[src/rtl/ex_wb_collector.sv]
`default_nettype none
// ============================================================================
// Module   : ex_wb_collector
// Brief    : EX result collector. Registers the two EX lanes onto the two
//            register-file write ports and fills idle ports from a 2-entry
//            buffer of long-latency results (divider, multicycle FPU).
// Revision : 1.0 - initial release
// ============================================================================
module ex_wb_collector #(
    parameter int DATA_W     = 64,
    parameter int RD_W       = 5,
    parameter int FIFO_DEPTH = 2
) (
    input  logic              clk,
    input  logic              rst,
    input  logic              flush,
    input  logic              ex_valid_0,
    input  logic [RD_W-1:0]   ex_rd_0,
    input  logic [DATA_W-1:0] ex_data_0,
    input  logic              ex_valid_1,
    input  logic [RD_W-1:0]   ex_rd_1,
    input  logic [DATA_W-1:0] ex_data_1,
    input  logic              simd_ena,
    input  logic              lr_valid,
    input  logic [RD_W-1:0]   lr_rd,
    input  logic [DATA_W-1:0] lr_data,
    output logic              lr_ready,
    output logic              wb_we_0,
    output logic [RD_W-1:0]   wb_rd_0,
    output logic [DATA_W-1:0] wb_data_0,
    output logic              wb_we_1,
    output logic [RD_W-1:0]   wb_rd_1,
    output logic [DATA_W-1:0] wb_data_1
);

    localparam logic [1:0] c_FULL = 2'(FIFO_DEPTH);

    // Buffer storage: slot index is the pointer value (depth 2, 1-bit pointers)
    logic [RD_W-1:0]   r_entRd   [2];
    logic [DATA_W-1:0] r_entData [2];
    logic [1:0]        r_entVld;
    logic              r_rdPtr;
    logic              r_wrPtr;
    logic [1:0]        r_count;
    logic              r_lrReady;

    logic              r_wbWe0, r_wbWe1;
    logic [RD_W-1:0]   r_wbRd0, r_wbRd1;
    logic [DATA_W-1:0] r_wbData0, r_wbData1;

    logic              w_lane0We, w_lane1We;
    logic              w_hdIdx, w_sdIdx;
    logic              w_aPresent, w_bPresent;
    logic              w_aKill, w_bKill;
    logic              w_aLive, w_bLive;
    logic              w_deqA, w_deqB;
    logic              w_aPort0, w_aPort1, w_bPort0, w_bPort1;
    logic              w_invalidateB;
    logic              w_enq;
    logic [1:0]        w_countNext;
    logic              w_p0We, w_p1We;
    logic [RD_W-1:0]   w_p0Rd, w_p1Rd;
    logic [DATA_W-1:0] w_p0Data, w_p1Data;

    // Narrow mode keeps only the low 32 bits of any written value
    function automatic logic [DATA_W-1:0] fitWidth(input logic [DATA_W-1:0] d, input logic full);
        fitWidth = full ? d : {{(DATA_W-32){1'b0}}, d[31:0]};
    endfunction

    // Lane 1 is younger, so on a same-rd collision lane 0 is dropped
    assign w_lane1We = ex_valid_1 && (ex_rd_1 != '0);
    assign w_lane0We = ex_valid_0 && (ex_rd_0 != '0) && !(w_lane1We && (ex_rd_1 == ex_rd_0));

    assign w_hdIdx    = r_rdPtr;
    assign w_sdIdx    = ~r_rdPtr;
    assign w_aPresent = (r_count != 2'd0);
    assign w_bPresent = (r_count == c_FULL);

    // A buffered entry is stale when a younger EX lane writes its rd this cycle
    assign w_aKill = (w_lane0We && (r_entRd[w_hdIdx] == ex_rd_0)) ||
                     (w_lane1We && (r_entRd[w_hdIdx] == ex_rd_1));
    assign w_bKill = (w_lane0We && (r_entRd[w_sdIdx] == ex_rd_0)) ||
                     (w_lane1We && (r_entRd[w_sdIdx] == ex_rd_1));
    assign w_aLive = w_aPresent && r_entVld[w_hdIdx] && !w_aKill;
    assign w_bLive = w_bPresent && r_entVld[w_sdIdx] && !w_bKill;

    // Drain arbitration: dead heads are skipped at no cost, live entries fill idle ports
    always_comb begin
        w_deqA        = 1'b0;
        w_deqB        = 1'b0;
        w_aPort0      = 1'b0;
        w_aPort1      = 1'b0;
        w_bPort0      = 1'b0;
        w_bPort1      = 1'b0;
        w_invalidateB = 1'b0;
        if (!flush && w_aPresent) begin
            if (!w_aLive) begin
                // Head is dead: drop it and let the second entry act as head
                w_deqA = 1'b1;
                if (w_bPresent) begin
                    if (!w_bLive) begin
                        w_deqB = 1'b1;
                    end else if (!w_lane0We) begin
                        w_deqB   = 1'b1;
                        w_bPort0 = 1'b1;
                    end else if (!w_lane1We) begin
                        w_deqB   = 1'b1;
                        w_bPort1 = 1'b1;
                    end
                end
            end else begin
                if (!w_lane0We) begin
                    w_deqA   = 1'b1;
                    w_aPort0 = 1'b1;
                end else if (!w_lane1We) begin
                    w_deqA   = 1'b1;
                    w_aPort1 = 1'b1;
                end
                // Second entry needs both ports and a distinct rd to avoid a same-cycle double write
                if (w_bPresent && w_bKill) begin
                    w_invalidateB = 1'b1;
                end else if (w_bLive && !w_lane0We && !w_lane1We &&
                             (r_entRd[w_sdIdx] != r_entRd[w_hdIdx])) begin
                    w_deqB   = 1'b1;
                    w_bPort1 = 1'b1;
                end
            end
        end
    end

    // Results for rd 0 complete the handshake but are never stored
    assign w_enq       = lr_valid && r_lrReady && !flush && (lr_rd != '0);
    assign w_countNext = r_count + 2'(w_enq) - 2'(w_deqA) - 2'(w_deqB);

    // Write-port source selection: EX lane first, then buffered result
    always_comb begin
        w_p0We   = w_lane0We || w_aPort0 || w_bPort0;
        w_p0Rd   = ex_rd_0;
        w_p0Data = ex_data_0;
        if (!w_lane0We && w_aPort0) begin
            w_p0Rd   = r_entRd[w_hdIdx];
            w_p0Data = r_entData[w_hdIdx];
        end else if (!w_lane0We && w_bPort0) begin
            w_p0Rd   = r_entRd[w_sdIdx];
            w_p0Data = r_entData[w_sdIdx];
        end
        w_p1We   = w_lane1We || w_aPort1 || w_bPort1;
        w_p1Rd   = ex_rd_1;
        w_p1Data = ex_data_1;
        if (!w_lane1We && w_aPort1) begin
            w_p1Rd   = r_entRd[w_hdIdx];
            w_p1Data = r_entData[w_hdIdx];
        end else if (!w_lane1We && w_bPort1) begin
            w_p1Rd   = r_entRd[w_sdIdx];
            w_p1Data = r_entData[w_sdIdx];
        end
    end

    // Buffer control state: count, pointers, valid bits and registered ready
    always_ff @(posedge clk or posedge rst) begin
        if (rst) begin
            r_count   <= 2'd0;
            r_rdPtr   <= 1'b0;
            r_wrPtr   <= 1'b0;
            r_entVld  <= 2'b00;
            r_lrReady <= 1'b1;
        end else if (flush) begin
            r_count   <= 2'd0;
            r_rdPtr   <= 1'b0;
            r_wrPtr   <= 1'b0;
            r_entVld  <= 2'b00;
            r_lrReady <= 1'b1;
        end else begin
            r_count   <= w_countNext;
            r_rdPtr   <= r_rdPtr ^ (w_deqA ^ w_deqB);
            r_wrPtr   <= r_wrPtr ^ w_enq;
            r_lrReady <= (w_countNext < c_FULL);
            if (w_invalidateB) begin
                r_entVld[w_sdIdx] <= 1'b0;
            end
            if (w_enq) begin
                r_entVld[r_wrPtr] <= 1'b1;
            end
        end
    end

    // Buffer payload; presence is tracked by count and valid bits, so no reset needed
    always_ff @(posedge clk) begin
        if (w_enq) begin
            r_entRd[r_wrPtr]   <= lr_rd;
            r_entData[r_wrPtr] <= lr_data;
        end
    end

    // Registered write ports
    always_ff @(posedge clk or posedge rst) begin
        if (rst) begin
            r_wbWe0   <= 1'b0;
            r_wbRd0   <= '0;
            r_wbData0 <= '0;
            r_wbWe1   <= 1'b0;
            r_wbRd1   <= '0;
            r_wbData1 <= '0;
        end else begin
            r_wbWe0   <= w_p0We;
            r_wbRd0   <= w_p0Rd;
            r_wbData0 <= fitWidth(w_p0Data, simd_ena);
            r_wbWe1   <= w_p1We;
            r_wbRd1   <= w_p1Rd;
            r_wbData1 <= fitWidth(w_p1Data, simd_ena);
        end
    end

    assign lr_ready  = r_lrReady;
    assign wb_we_0   = r_wbWe0;
    assign wb_rd_0   = r_wbRd0;
    assign wb_data_0 = r_wbData0;
    assign wb_we_1   = r_wbWe1;
    assign wb_rd_1   = r_wbRd1;
    assign wb_data_1 = r_wbData1;

endmodule
`default_nettype wire

[config.mk]
export PLATFORM = sky130hd
export DESIGN_NAME = ex_wb_collector
export DESIGN_NICKNAME = d
export VERILOG_FILES = /design/src/rtl/ex_wb_collector.sv
export SDC_FILE = /design/constraint.sdc
export NUM_CORES = 1
export LEC_CHECK = 0
export BUFFER_PORTS_ARGS = -buffer_cell sky130_fd_sc_hd__buf_2
export CORE_UTILIZATION = 60
export CTS_BUF_LIST = sky130_fd_sc_hd__clkbuf_4 sky130_fd_sc_hd__clkbuf_8
export DETAILED_ROUTE_END_ITERATION = 10
export PLACE_DENSITY = 0.88
export SYNTH_ARGS = -nofsm -noshare
export SYNTH_HDL_FRONTEND = slang
export SYNTH_SLANG_ARGS = --single-unit
[constraint.sdc]
create_clock -name clk -period 9.7 [get_ports clk]
set_input_delay 1.94 -clock clk [delete_from_list [all_inputs] [get_ports clk]]
set_output_delay 1.94 -clock clk [all_outputs]
set_load 0.01 [all_outputs]
==> flow_metrics.env <==
export IMPL_status="finished, final reports clean"
export IMPL_initial_core_util=0.616
export IMPL_yosys_warnings=0
export IMPL_pre_cts_ws_ns=3.33
export IMPL_min_delay_start="r_entVld[0]"
export IMPL_cts_made_buffers=47
export IMPL_fin_tns_setup_ns=0
export IMPL_route_detailed_drc=0
export IMPL_post_route_period_util=0.609
export IMPL_layout_drive_gt1_share=0.329
export IMPL_layout_common_cells="353 x buf_2, 145 x dfrtp_1, 138 x edfxtp_1"
export IMPL_crit_buf_inv=2
export IMPL_grt_pass1_wl_mm=69.2
export IMPL_clock_path_buffers=3
export IMPL_holdPathStages=2
export IMPL_insertion_delay_ns=0.59
export IMPL_wl_per_cell_microns=24.3
export IMPL_ctsHoldBuffers=0
export IMPL_core_area_sq_mm=0.0237
export IMPL_hold_path_end="r_entVld[0]"
export IMPL_synthesis_nets=1474
export IMPL_crit_type="in2reg"
export IMPL_grt_pass1_vias=12600
export IMPL_ys_ff_latch=285
export IMPL_worst_pin_slew_ns=1.25
export IMPL_grt_max_degree=129
export IMPL_synth_cell_types=59
export IMPL_vias=13000
export IMPL_syn_area_sq_mm=0.0146
export IMPL_reg2reg_setup_slack_ns=4.61
export IMPL_r2r_cells=9
export IMPL_rsz0062_at_grt="no"
export IMPL_r2r_start="r_rdPtr"
export IMPL_post_cts_resized=0
export IMPL_synthFlopType="dfrtp_1"
export IMPL_power_density_mw_per_mm2=208
export IMPL_design_area_sq_mm=0.0173
export IMPL_required_ns=10.11
export IMPL_hold_viol_final=0
export IMPL_place_area_sq_mm=0.0163
export IMPL_relSlewSlack=0.165
export IMPL_synthesis_instances=1255
export IMPL_area_growth_pct=18.9
export IMPL_critPathTopFamily="simple AND/OR/NAND/NOR gates"
export IMPL_syn_area_per_cell_sq_um=11.6
export IMPL_start_kind="input pin"
export IMPL_clkTransAtPathRegs_ns=0.06
export IMPL_dp_hpwl_mm=27.9
export IMPL_r2r_end="wb_data_0[38]"
export IMPL_nFillCells=1650
export IMPL_synth_seq_area_share=0.537
export IMPL_worst_path_max_delay_cell="nand4_1"
export IMPL_cts_setup_buffers=0
export IMPL_holdWs_ns=0.564
export IMPL_fp_dieArea_sq_mm=0.0249
export IMPL_critPathArrivalTime_ns=6.31
export IMPL_synth_top_area_frac=0.284
export IMPL_yosysTopAreaCell="edfxtp_1"
export IMPL_vias_per_cell=6.88
export IMPL_finClkSkew_ns=0.0273
export IMPL_cts_root_buf="clkbuf_8"
export IMPL_wl_mm=46.0
export IMPL_period_needed_ns=5.91
export IMPL_power_total_mw=3.60
export IMPL_ir_worst_vdd_mv=0.139
export IMPL_worstPathMaxFanout=48
export IMPL_dp_cells=1792
export IMPL_slew_violations=0
export IMPL_htree_levels=2
export IMPL_numClockSinks=285
export IMPL_synth_edf_count=138
export IMPL_grt_total_usage=0.366
export IMPL_grt_overflow_total=0
export IMPL_critPathMaxStageDelay_ns=0.86
export IMPL_hold_class="reg2reg"
export IMPL_antenna_left=0
export IMPL_cts_tree="yes"
export IMPL_ios=355
export IMPL_layout_commonest_cell="buf_2"
export IMPL_maxCapViolations=0
export IMPL_gp_congestion=0.897
export IMPL_stdcell_count=1891
export IMPL_async_flop_share=0.516
export IMPL_setup_slack_ns=3.79
export IMPL_final_nets=1741
export IMPL_power_leakage_nw=7.20
export IMPL_io_buffers=354
export IMPL_cp_end_kind="register"
export IMPL_die_w_microns=158
export IMPL_fmax_ghz=0.169
export IMPL_chipHeight_microns=158
export IMPL_dr_pass1_iters=7
export IMPL_fin_util=0.732
export IMPL_setup_violations_final=0
export IMPL_drtIter0Drc=1629
export IMPL_rows=56
export IMPL_antenna_found_initial=13
export IMPL_synthTopCellsByArea="edfxtp_1 28%, dfrtp_1 25%, a21o_1 3.1%"
export IMPL_crit_chain="buf_2 -> or4_4 -> o21ai_4 -> o31a_4 -> nand4_1 -> and4_4 -> a21oi_4 -> buf_4 -> a221oi_1"
==> worst reg2reg max path, stage by stage (launching register included) <==
cell	delay [ns]
dfrtp_4	0.73
buf_4	0.91
mux2i_1	0.42
xnor2_1	0.11
or4_4	0.53
o2111a_2	0.28
buf_4	0.34
a21oi_4	0.70
buf_4	0.67
a221oi_1	0.25
==> cells in the mapped netlist, types with 38 or more instances <==
master	count
dfrtp_1	146
edfxtp_1	138
clkbuf_1	87
a31oi_1	73
a21o_1	61
inv_1	53
buf_2	52
o21ai_0	49
o32ai_1	43
mux2i_1	41
a211oi_1	38
nand3_1	38
==> sequential cells by signal, indices dropped and copies added (netlist names) <==
| signal | flops |
|---|---|
| r_entData | 128 |
| wb_data_0 | 64 |
| wb_data_1 | 64 |
| r_entRd | 10 |
| wb_rd_0 | 5 |
| wb_rd_1 | 5 |
| r_count | 2 |
| r_entVld | 2 |
| lr_ready | 1 |
| r_rdPtr | 1 |
| r_wrPtr | 1 |
| wb_we_0 | 1 |
| wb_we_1 | 1 |
==> metal layers <==
| metal | track usage | share of wire | vias up |
|---|---|---|---|
| met1 | 0.457 | 0.36 | 6217 |
| met4 | 0.209 | 0.052 | 8 |
| met5 | 0 | 0.0010 | - |
| met3 | 0.100 | 0.11 | 214 |
| met2 | 0.574 | 0.47 | 990 |
| li1 | - | - | 5586 |
==> worst max path at each step <==
stage	from	end	slack, ns	depth (start not counted)
2_1_floorplan	rst	r_count[0]	3.81	1
3_3_place_gp	ex_rd_1[1]	wb_data_0[38]	3.50	9
3_5_place_dp	ex_rd_1[1]	wb_data_0[39]	3.33	9
4_1_cts	ex_rd_1[1]	wb_data_0[37]	3.93	9
5_1_grt	ex_rd_1[1]	wb_data_0[38]	3.70	9
6_report	ex_rd_1[1]	wb_data_0[38]	3.79	9
==> power breakdown <==
part	internal (mW)	switching [mW]	total [mW]
registers	1.39	0.0863	1.48
logic	0.410	0.579	0.989
clock network	0.633	0.506	1.14
total	2.43	1.17	3.60
==> layout make-up <==
| type | instances | area (sq um) | area share |
|---|---|---|---|
| antenna | 11 | 27.5 | 0.00159 |
| clock buffer | 79 | 968 | 0.0558 |
| clock inverter | 9 | 62.6 | 0.00361 |
| inverter | 54 | 208 | 0.0120 |
| multi-input combinational | 762 | 5940 | 0.342 |
| sequential | 285 | 7830 | 0.451 |
| tap | 319 | 399 | 0.0230 |
| timing repair buffer | 372 | 1910 | 0.110 |
==> cells by family after synthesis <==
logic type                 after synthesis  synth area share
AOI/OAI and AO/OA                      479             0.254
muxes                                   75            0.0546
xor gates and xnor gates                33            0.0198
adders and majority gates                5           0.00481
and+or+nand+nor                        170            0.0684
DFF                                    285             0.537
buffers and inverters                  208            0.0614
Power figures use the tool's default switching activity.
